==> config.mk <==
export PLATFORM = sky130hd
export DESIGN_NAME = tcm_arbiter
export DESIGN_NICKNAME = d
export VERILOG_FILES = /design/src/rtl/tcm_arb_pick.sv /design/src/rtl/tcm_arbiter.sv
export SDC_FILE = /design/constraint.sdc
export NUM_CORES = 1
export LEC_CHECK = 0
export ABC_AREA = 1
export CAP_MARGIN = 20
export CORE_AREA = 3 3 100 102
export CTS_BUF_LIST = sky130_fd_sc_hd__clkbuf_8
export DETAILED_ROUTE_END_ITERATION = 16
export DIE_AREA = 0 0 103 105
export PLACE_DENSITY_LB_ADDON = 0.25
export SLEW_MARGIN = 20
export SYNTH_ARGS = -nofsm -noshare
export SYNTH_HDL_FRONTEND = slang
export SYNTH_HIERARCHICAL = 1
export SYNTH_SLANG_ARGS = --single-unit
==> constraint.sdc <==
create_clock -name clk -period 2.7 [get_ports clk]
set_input_delay 0.27 -clock clk [delete_from_list [all_inputs] [get_ports clk]]
set_output_delay 0.27 -clock clk [all_outputs]
set_load 0.01 [all_outputs]
==> src/rtl/tcm_arb_pick.sv <==
// 2-way winner picker for tcm_arbiter: bit 0 is the I port, bit 1 the D port.
// prio_d_i breaks a tie in favour of D; tie it high for fixed priority.
module tcm_arb_pick (
    input  logic [1:0] req_i,
    input  logic       prio_d_i,
    output logic       gnt_vld_o,
    output logic       gnt_d_o
);

    assign gnt_vld_o = |req_i;
    assign gnt_d_o   = req_i[1] & (~req_i[0] | prio_d_i);

endmodule

==> src/rtl/tcm_arbiter.sv <==
// Arbitrates the I and D ports onto one TCM port; widths follow femto.vh.
// Define TCM_ARB_RR_EN for round-robin ties, otherwise D has fixed priority.
`ifndef TCM_VA_WIDTH
`define TCM_VA_WIDTH 16
`endif
`ifndef BUS_WIDTH
`define BUS_WIDTH 32
`endif
`ifndef BUS_ACC_WIDTH
`define BUS_ACC_WIDTH 2
`endif

module tcm_arbiter (
    input  logic                      clk,
    input  logic                      rstn,
    input  logic [`TCM_VA_WIDTH-1:0]  i_addr,
    input  logic                      i_w_rb,
    input  logic [`BUS_ACC_WIDTH-1:0] i_acc,
    input  logic [`BUS_WIDTH-1:0]     i_wdata,
    input  logic                      i_req,
    output logic [`BUS_WIDTH-1:0]     i_rdata,
    output logic                      i_resp,
    output logic                      i_fault,
    input  logic [`TCM_VA_WIDTH-1:0]  d_addr,
    input  logic                      d_w_rb,
    input  logic [`BUS_ACC_WIDTH-1:0] d_acc,
    input  logic [`BUS_WIDTH-1:0]     d_wdata,
    input  logic                      d_req,
    output logic [`BUS_WIDTH-1:0]     d_rdata,
    output logic                      d_resp,
    output logic                      d_fault,
    output logic [`TCM_VA_WIDTH-1:0]  t_addr,
    output logic                      t_w_rb,
    output logic [`BUS_ACC_WIDTH-1:0] t_acc,
    output logic [`BUS_WIDTH-1:0]     t_wdata,
    output logic                      t_req,
    input  logic [`BUS_WIDTH-1:0]     t_rdata,
    input  logic                      t_resp,
    input  logic                      t_fault
);

    localparam logic [0:0] ST_IDLE = 1'b0;
    localparam logic [0:0] ST_WAIT = 1'b1;
    localparam logic       OWN_I   = 1'b0;
    localparam logic       OWN_D   = 1'b1;

    logic [0:0] state_q, state_d;
    logic       owner_q, owner_d;
    logic [1:0] elig;
    logic       win_vld, win_d, prio_d;
    logic       resp_cyc, stall, accept;
    logic       own_i_resp, own_d_resp;

    // A WAIT without t_resp keeps the port busy; the resp cycle frees it.
    assign resp_cyc   = (state_q == ST_WAIT) & t_resp;
    assign stall      = (state_q == ST_WAIT) & ~t_resp;
    assign own_i_resp = resp_cyc & (owner_q == OWN_I);
    assign own_d_resp = resp_cyc & (owner_q == OWN_D);

    assign elig[0] = i_req & ~stall & ~own_i_resp;
    assign elig[1] = d_req & ~stall & ~own_d_resp;

`ifdef TCM_ARB_RR_EN
    logic rr_q, rr_d;

    assign prio_d = rr_q;
    assign rr_d   = accept ? ~win_d : rr_q;

    always_ff @(posedge clk) begin
        if (!rstn) begin
            rr_q <= 1'b0;
        end else begin
            rr_q <= rr_d;
        end
    end
`else
    assign prio_d = 1'b1;
`endif

    tcm_arb_pick u_pick (
        .req_i     (elig),
        .prio_d_i  (prio_d),
        .gnt_vld_o (win_vld),
        .gnt_d_o   (win_d)
    );

    assign t_req   = win_vld & rstn;
    assign t_addr  = win_d ? d_addr  : i_addr;
    assign t_w_rb  = win_d ? d_w_rb  : i_w_rb;
    assign t_acc   = win_d ? d_acc   : i_acc;
    assign t_wdata = win_d ? d_wdata : i_wdata;
    assign accept  = t_req & ~t_fault;

    assign i_fault = t_req & t_fault & ~win_d;
    assign d_fault = t_req & t_fault & win_d;
    assign i_resp  = rstn & own_i_resp;
    assign d_resp  = rstn & own_d_resp;
    assign i_rdata = i_resp ? t_rdata : '0;
    assign d_rdata = d_resp ? t_rdata : '0;

    always_comb begin
        state_d = state_q;
        owner_d = owner_q;
        if (accept) begin
            state_d = ST_WAIT;
            owner_d = win_d ? OWN_D : OWN_I;
        end else if (resp_cyc) begin
            state_d = ST_IDLE;
        end
    end

    always_ff @(posedge clk) begin
        if (!rstn) begin
            state_q <= ST_IDLE;
            owner_q <= OWN_I;
        end else begin
            state_q <= state_d;
            owner_q <= owner_d;
        end
    end

endmodule

## Yosys cells after proc, flatten, opt, wreduce, memory -nomap -nowiden

Index checks and enable logic that the tools add are counted.
W data, S select, Z words.

| storage, ports and cells | value |
|---|---|
| bits of input ports | 140 |
| bits in registers | 2 |
| output and inout bits | 120 |
| logic and storage cells | 35 |

| cells by class | value |
|---|---|
| mux-type cells | 9 |
| bitwise operators | 22 |
| reductions and logical operators | 2 |

Operators with widths:

| cell | number |
|---|---|
| $mux W32 | 3 |
| $mux W16 | 1 |
| $and A1 B1 Y1 | 15 |
| $not A1 Y1 | 7 |
| $mux W1 | 4 |
| $mux W2 | 1 |
| $reduce_bool A2 Y1 | 1 |
| $reduce_or A2 Y1 | 1 |

## Longest topological paths before layout

| depth | value |
|---|---|
| depth in word-level cells | 9 |
| depth in mapped cells | 11 |
| depth with buffers taken out | 9 |

## Hierarchy

The synthesis kept the hierarchy.

Modules (own cells, without submodules):

| module | area an instance (um2) | cells each | times used | sequential area each (um2) |
|---|---|---|---|---|
| tcm_arbiter | 1243.7 | 298 | 1 | 40.0 |
| tcm_arb_pick | 18.8 | 4 | 1 | 0.0 |

## Least setup slack after synthesis

Ideal clock, no wire load.

| path | value |
|---|---|
| path kind | register to output |
| start | reg state_q |
| end | out d_fault |
| setup slack | 1018 ps |
| data required time | 2430 ps |
| cell stages (with the launch flop) | 10 |
| path buffers | 2 |
| arrival time | 1412 ps |
| cell sequence | dfxtp_1 -> nand2_1 -> nor2_1 -> nor2_1 -> inv_1 -> a21oi_1 -> buf_2 -> clkinv_1 -> buf_2 -> nor2_1 |

| on the way | value |
|---|---|
| longest elaborated chain between the ends | 8 |
| elaborated cells on any way between the ends | 15 |
| classes of those cells | bitwise (14); reduce/logical (1) |

RTL lines:

| element | RTL line | text |
|---|---|---|
| start, declared | tcm_arbiter.sv:47 | `logic [0:0] state_q, state_d;` |
| start signal, assigned | tcm_arbiter.sv:117 | `state_q <= state_d;` |
| $and A1 B1 Y1 (on tied branches) | tcm_arbiter.sv:56, tcm_arbiter.sv:55 |  |
| $not A1 Y1 / $and A1 B1 Y1 (equally long branches) | tcm_arbiter.sv:61, tcm_arbiter.sv:58 |  |
| $and A1 B1 Y1 / $not A1 Y1 (equally long branches) | tcm_arbiter.sv:61 | `assign elig[1] = d_req & ~stall & ~own_d_resp;` |
| $and A1 B1 Y1 (*) | tcm_arbiter.sv:61 |  |
| named net elig[1] | tcm_arbiter.sv:49 | `logic [1:0] elig;` |
| $reduce_or A2 Y1 | tcm_arb_pick.sv:10 | `assign gnt_vld_o = \|req_i;` |
| $and A1 B1 Y1 | tcm_arbiter.sv:87 | `assign t_req = win_vld & rstn;` |
| $and A1 B1 Y1 | tcm_arbiter.sv:95 | `assign d_fault = t_req & t_fault & win_d;` |
| $and A1 B1 Y1 (*) | tcm_arbiter.sv:95 |  |
| end, declared | tcm_arbiter.sv:31 | `output logic d_fault,` |

The timed path passes the listed nets; every way through them passes the cells marked *.

## Final worst setup path

| path | value |
|---|---|
| start | in t_resp |
| end | out t_wdata[6] |

| on the way | value |
|---|---|
| longest elaborated chain between the ends | 6 |
| elaborated cells on any way between the ends | 9 |
| classes of those cells | mux (1); bitwise (8) |

RTL lines:

| element | RTL line | text |
|---|---|---|
| start, declared | tcm_arbiter.sv:38 | `input logic t_resp,` |
| $not A1 Y1 | tcm_arbiter.sv:56 | `assign stall = (state_q == ST_WAIT) & ~t_resp;` |
| $and A1 B1 Y1 | tcm_arbiter.sv:56 |  |
| $not A1 Y1 | tcm_arbiter.sv:61 |  |
| $and A1 B1 Y1 | tcm_arbiter.sv:61 |  |
| $and A1 B1 Y1 (*) | tcm_arbiter.sv:61 |  |
| named net elig[1] | tcm_arbiter.sv:49 |  |
| $mux W32 (*) | tcm_arbiter.sv:91 | `assign t_wdata = win_d ? d_wdata : i_wdata;` |
| end, declared | tcm_arbiter.sv:35 | `` output logic [`BUS_WIDTH-1:0] t_wdata, `` |

Marks and branches as above.

==> impl_metrics.ini <==
[status]
status = finished clean

[critical_path]
r2r-start = state_q$_SDFFE_PN0P_
reg2reg_setup_slack_ns = 1.21
end_kind = primary output
critPathRequiredTime_ns = 2.43
worstSetupStartpoint = t_resp
crit_type = primary input to primary output
crit_fanout = 26
crit_arrival_ns = 2.32
startpoint_type = primary input
regToRegEndpoint = owner_q$_SDFFE_PN0P_
r2r_cells = 9

[yosys]
syn_nets = 442
synthesis.area_um2 = 1260
ys_warn_count = 6
synthArstFlopShare_pct = 0
synth_cells = 302
ys_seq_area_share_pct = 3.17
synth_common_cells = nand2_1, nor2_1, inv_1
synth_area_leaders = nand2_1, nor2_1, inv_1
synth-edff-count = 0
synth_area_leader_cell = nand2_1
yosysTopAreaCellShare_pct = 48.5
ys.flop_type = dfxtp_1
ys_ff_latch = 2
ys_types = 14
yosysMostFrequentCell = nand2_1
syn_area_per_cell_um2 = 4.18

[sta]
hold_viol_final = 0
skew_ns = 0.00247
final_max_slew_viol_count = 0
setup_tns_ns = 0
setup_ws_ns = 0.113
max_clock_freq_mhz = 387
hold_ws_ns = 0.586
period_needed_ns = 2.59
period_share_pct = 95.8
finalSetupViolCount = 0

[min_path]
hold_path.class = flop to flop
hold_end = state_q$_SDFFE_PN0P_
hold_depth = 2
hold_path_startpoint = state_q$_SDFFE_PN0P_

[cells_and_area]
nFillCells = 960
nets = 700
multi_input_area_um2 = 960
fin_cells = 669
antenna_cells = 0
drive_above_1_share_pct = 3.23
syn_to_final_growth_pct = 227
seq_area_um2 = 40.0

[placement]
dp.cells = 662
place.detailed.hpwl_um = 7360
portBuffers = 259
globalplace.congestion = 0.842
pre_cts_ws_ns = 0.0866

[clock_network]
cts-buffers-inserted = 3
clockBufferDepth = 2
tritoncts = done
path_clk_slew_ns = 0.03
cts.hold.buffers_added = 0
h-tree-depth = 1
cts.sinks = 2
root_buffer = clkbuf_8
insertion_delay_ns = 0.21

[grt]
grt_max_degree = 54
grt_use_total_pct = 13.5
grt_pass1_vias = 2417
grt_pass1_wl_um = 11700
grt_remaining_overflow = 0
antenna_found_initial = 0

[drt]
num_vias = 2639
drtPass1Iterations = 4
ant_nets = 0
drtIter0Drc = 64
vias_per_cell = 3.94
post-route-drc-count = 0
wl_per_cell_um = 13.4
drt-total-wl_um = 8940

[floorplan]
core-area_um2 = 9200
ios = 260
die_h_um = 105
core.rowCount = 35
die_w_um = 103
dieArea_um2 = 10800
initial_core_util_pct = 13.7

[power_and_ir_drop]
worst_ir_drop_vdd_mv = 0.111
leakage_nw = 2.07
p_per_area_nw_per_um2 = 199

[job]
maxCapViolCount = 0
[flip-flops by register name, indices dropped and copies added, names as in the netlist]
name	cells
state_q	1
owner_q	1
[layer usage]
metal | vias up | global-route usage, % | share of wire, % | routed length (um)
li1 | 1368 | - | - | -
met1 | 1093 | 11.6 | 33 | 2910
met2 | 168 | 28.6 | 54 | 4800
met3 | 10 | 4.27 | 12 | 1060
met4 | 0 | 3.15 | 1.9 | 172
met5 | - | 0 | 0 | 0
[power by group]
group	internal (W)	switching [W]	total, W
clock network	0.0000939	0.0000194	0.000113
logic	0.000411	0.000260	0.000671
registers	0.0000321	0.00000416	0.0000363
total	0.000537	0.000284	0.000821
[logic make-up (layout without fill, tap and decap cells)]
group	Yosys count	in the layout	synth area share (%)
compound gates	1	1	0.396
buf+inv	59	315	21.7
flops	2	2	3.17
other cells	1	1	0.297
simple gates	239	239	74.4
[critical path: stages]
cell,delay [ns]
clkdlybuf4s50_1,0.49
inv_1,0.06
nand2_1,0.07
nand2_1,0.05
nor2_1,0.12
inv_1,0.09
a21oi_4,0.14
buf_12,0.14
clkbuf_16,0.19
nand2_1,0.06
nand2_1,0.06
clkdlybuf4s50_1,0.56
[placed cells by master, fill, tap and decap left out]
cell type / instances
a21oi_4: 1
buf_12: 3
buf_4: 5
clkbuf_16: 3
clkbuf_8: 3
clkdlybuf4s50_1: 251
conb_1: 1
dfxtp_1: 2
dlymetal6s2s_1: 8
inv_1: 41
inv_4: 1
nand2_1: 163
nand3_1: 2
nand4_1: 1
nand4_4: 2
nor2_1: 70
or2_1: 1
[worst max path at each step]
stage	endpoint
after floorplan	d_fault
after global placement	t_wdata[10]
after detailed placement	t_w_rb
after CTS	t_w_rb
after global routing	t_wdata[17]
final	t_wdata[6]
[metrics by stage]
step	instance area [um2]	utilization [%]	total power, W
4_1_cts	4010	43.6	0.000801
3_5_place_dp	3970	43.1	0.000683
2_1_floorplan	1260	-	0.000238
3_3_place_gp	3970	43.1	0.000679
6_report	4130	44.9	0.000821
5_1_grt	4130	44.9	0.000878
[area by class of cell]
class                           instances  area share [%]
Sequential cell                         2           0.971
Clock buffer                            3            1.00
Multi-Input combinational cell        241            23.3
Tap cell                              111            3.37
Inverter                               42            3.88
Timing Repair Buffer                  270            67.5
[repair_timing]
action / 4_1_cts / 5_1_grt
gates resized for setup: 0 / 10
endpoints found under the setup margin: 0 / 45
setup buffers: 0 / 1
Note: power is estimated with default switching activity, not from simulation.
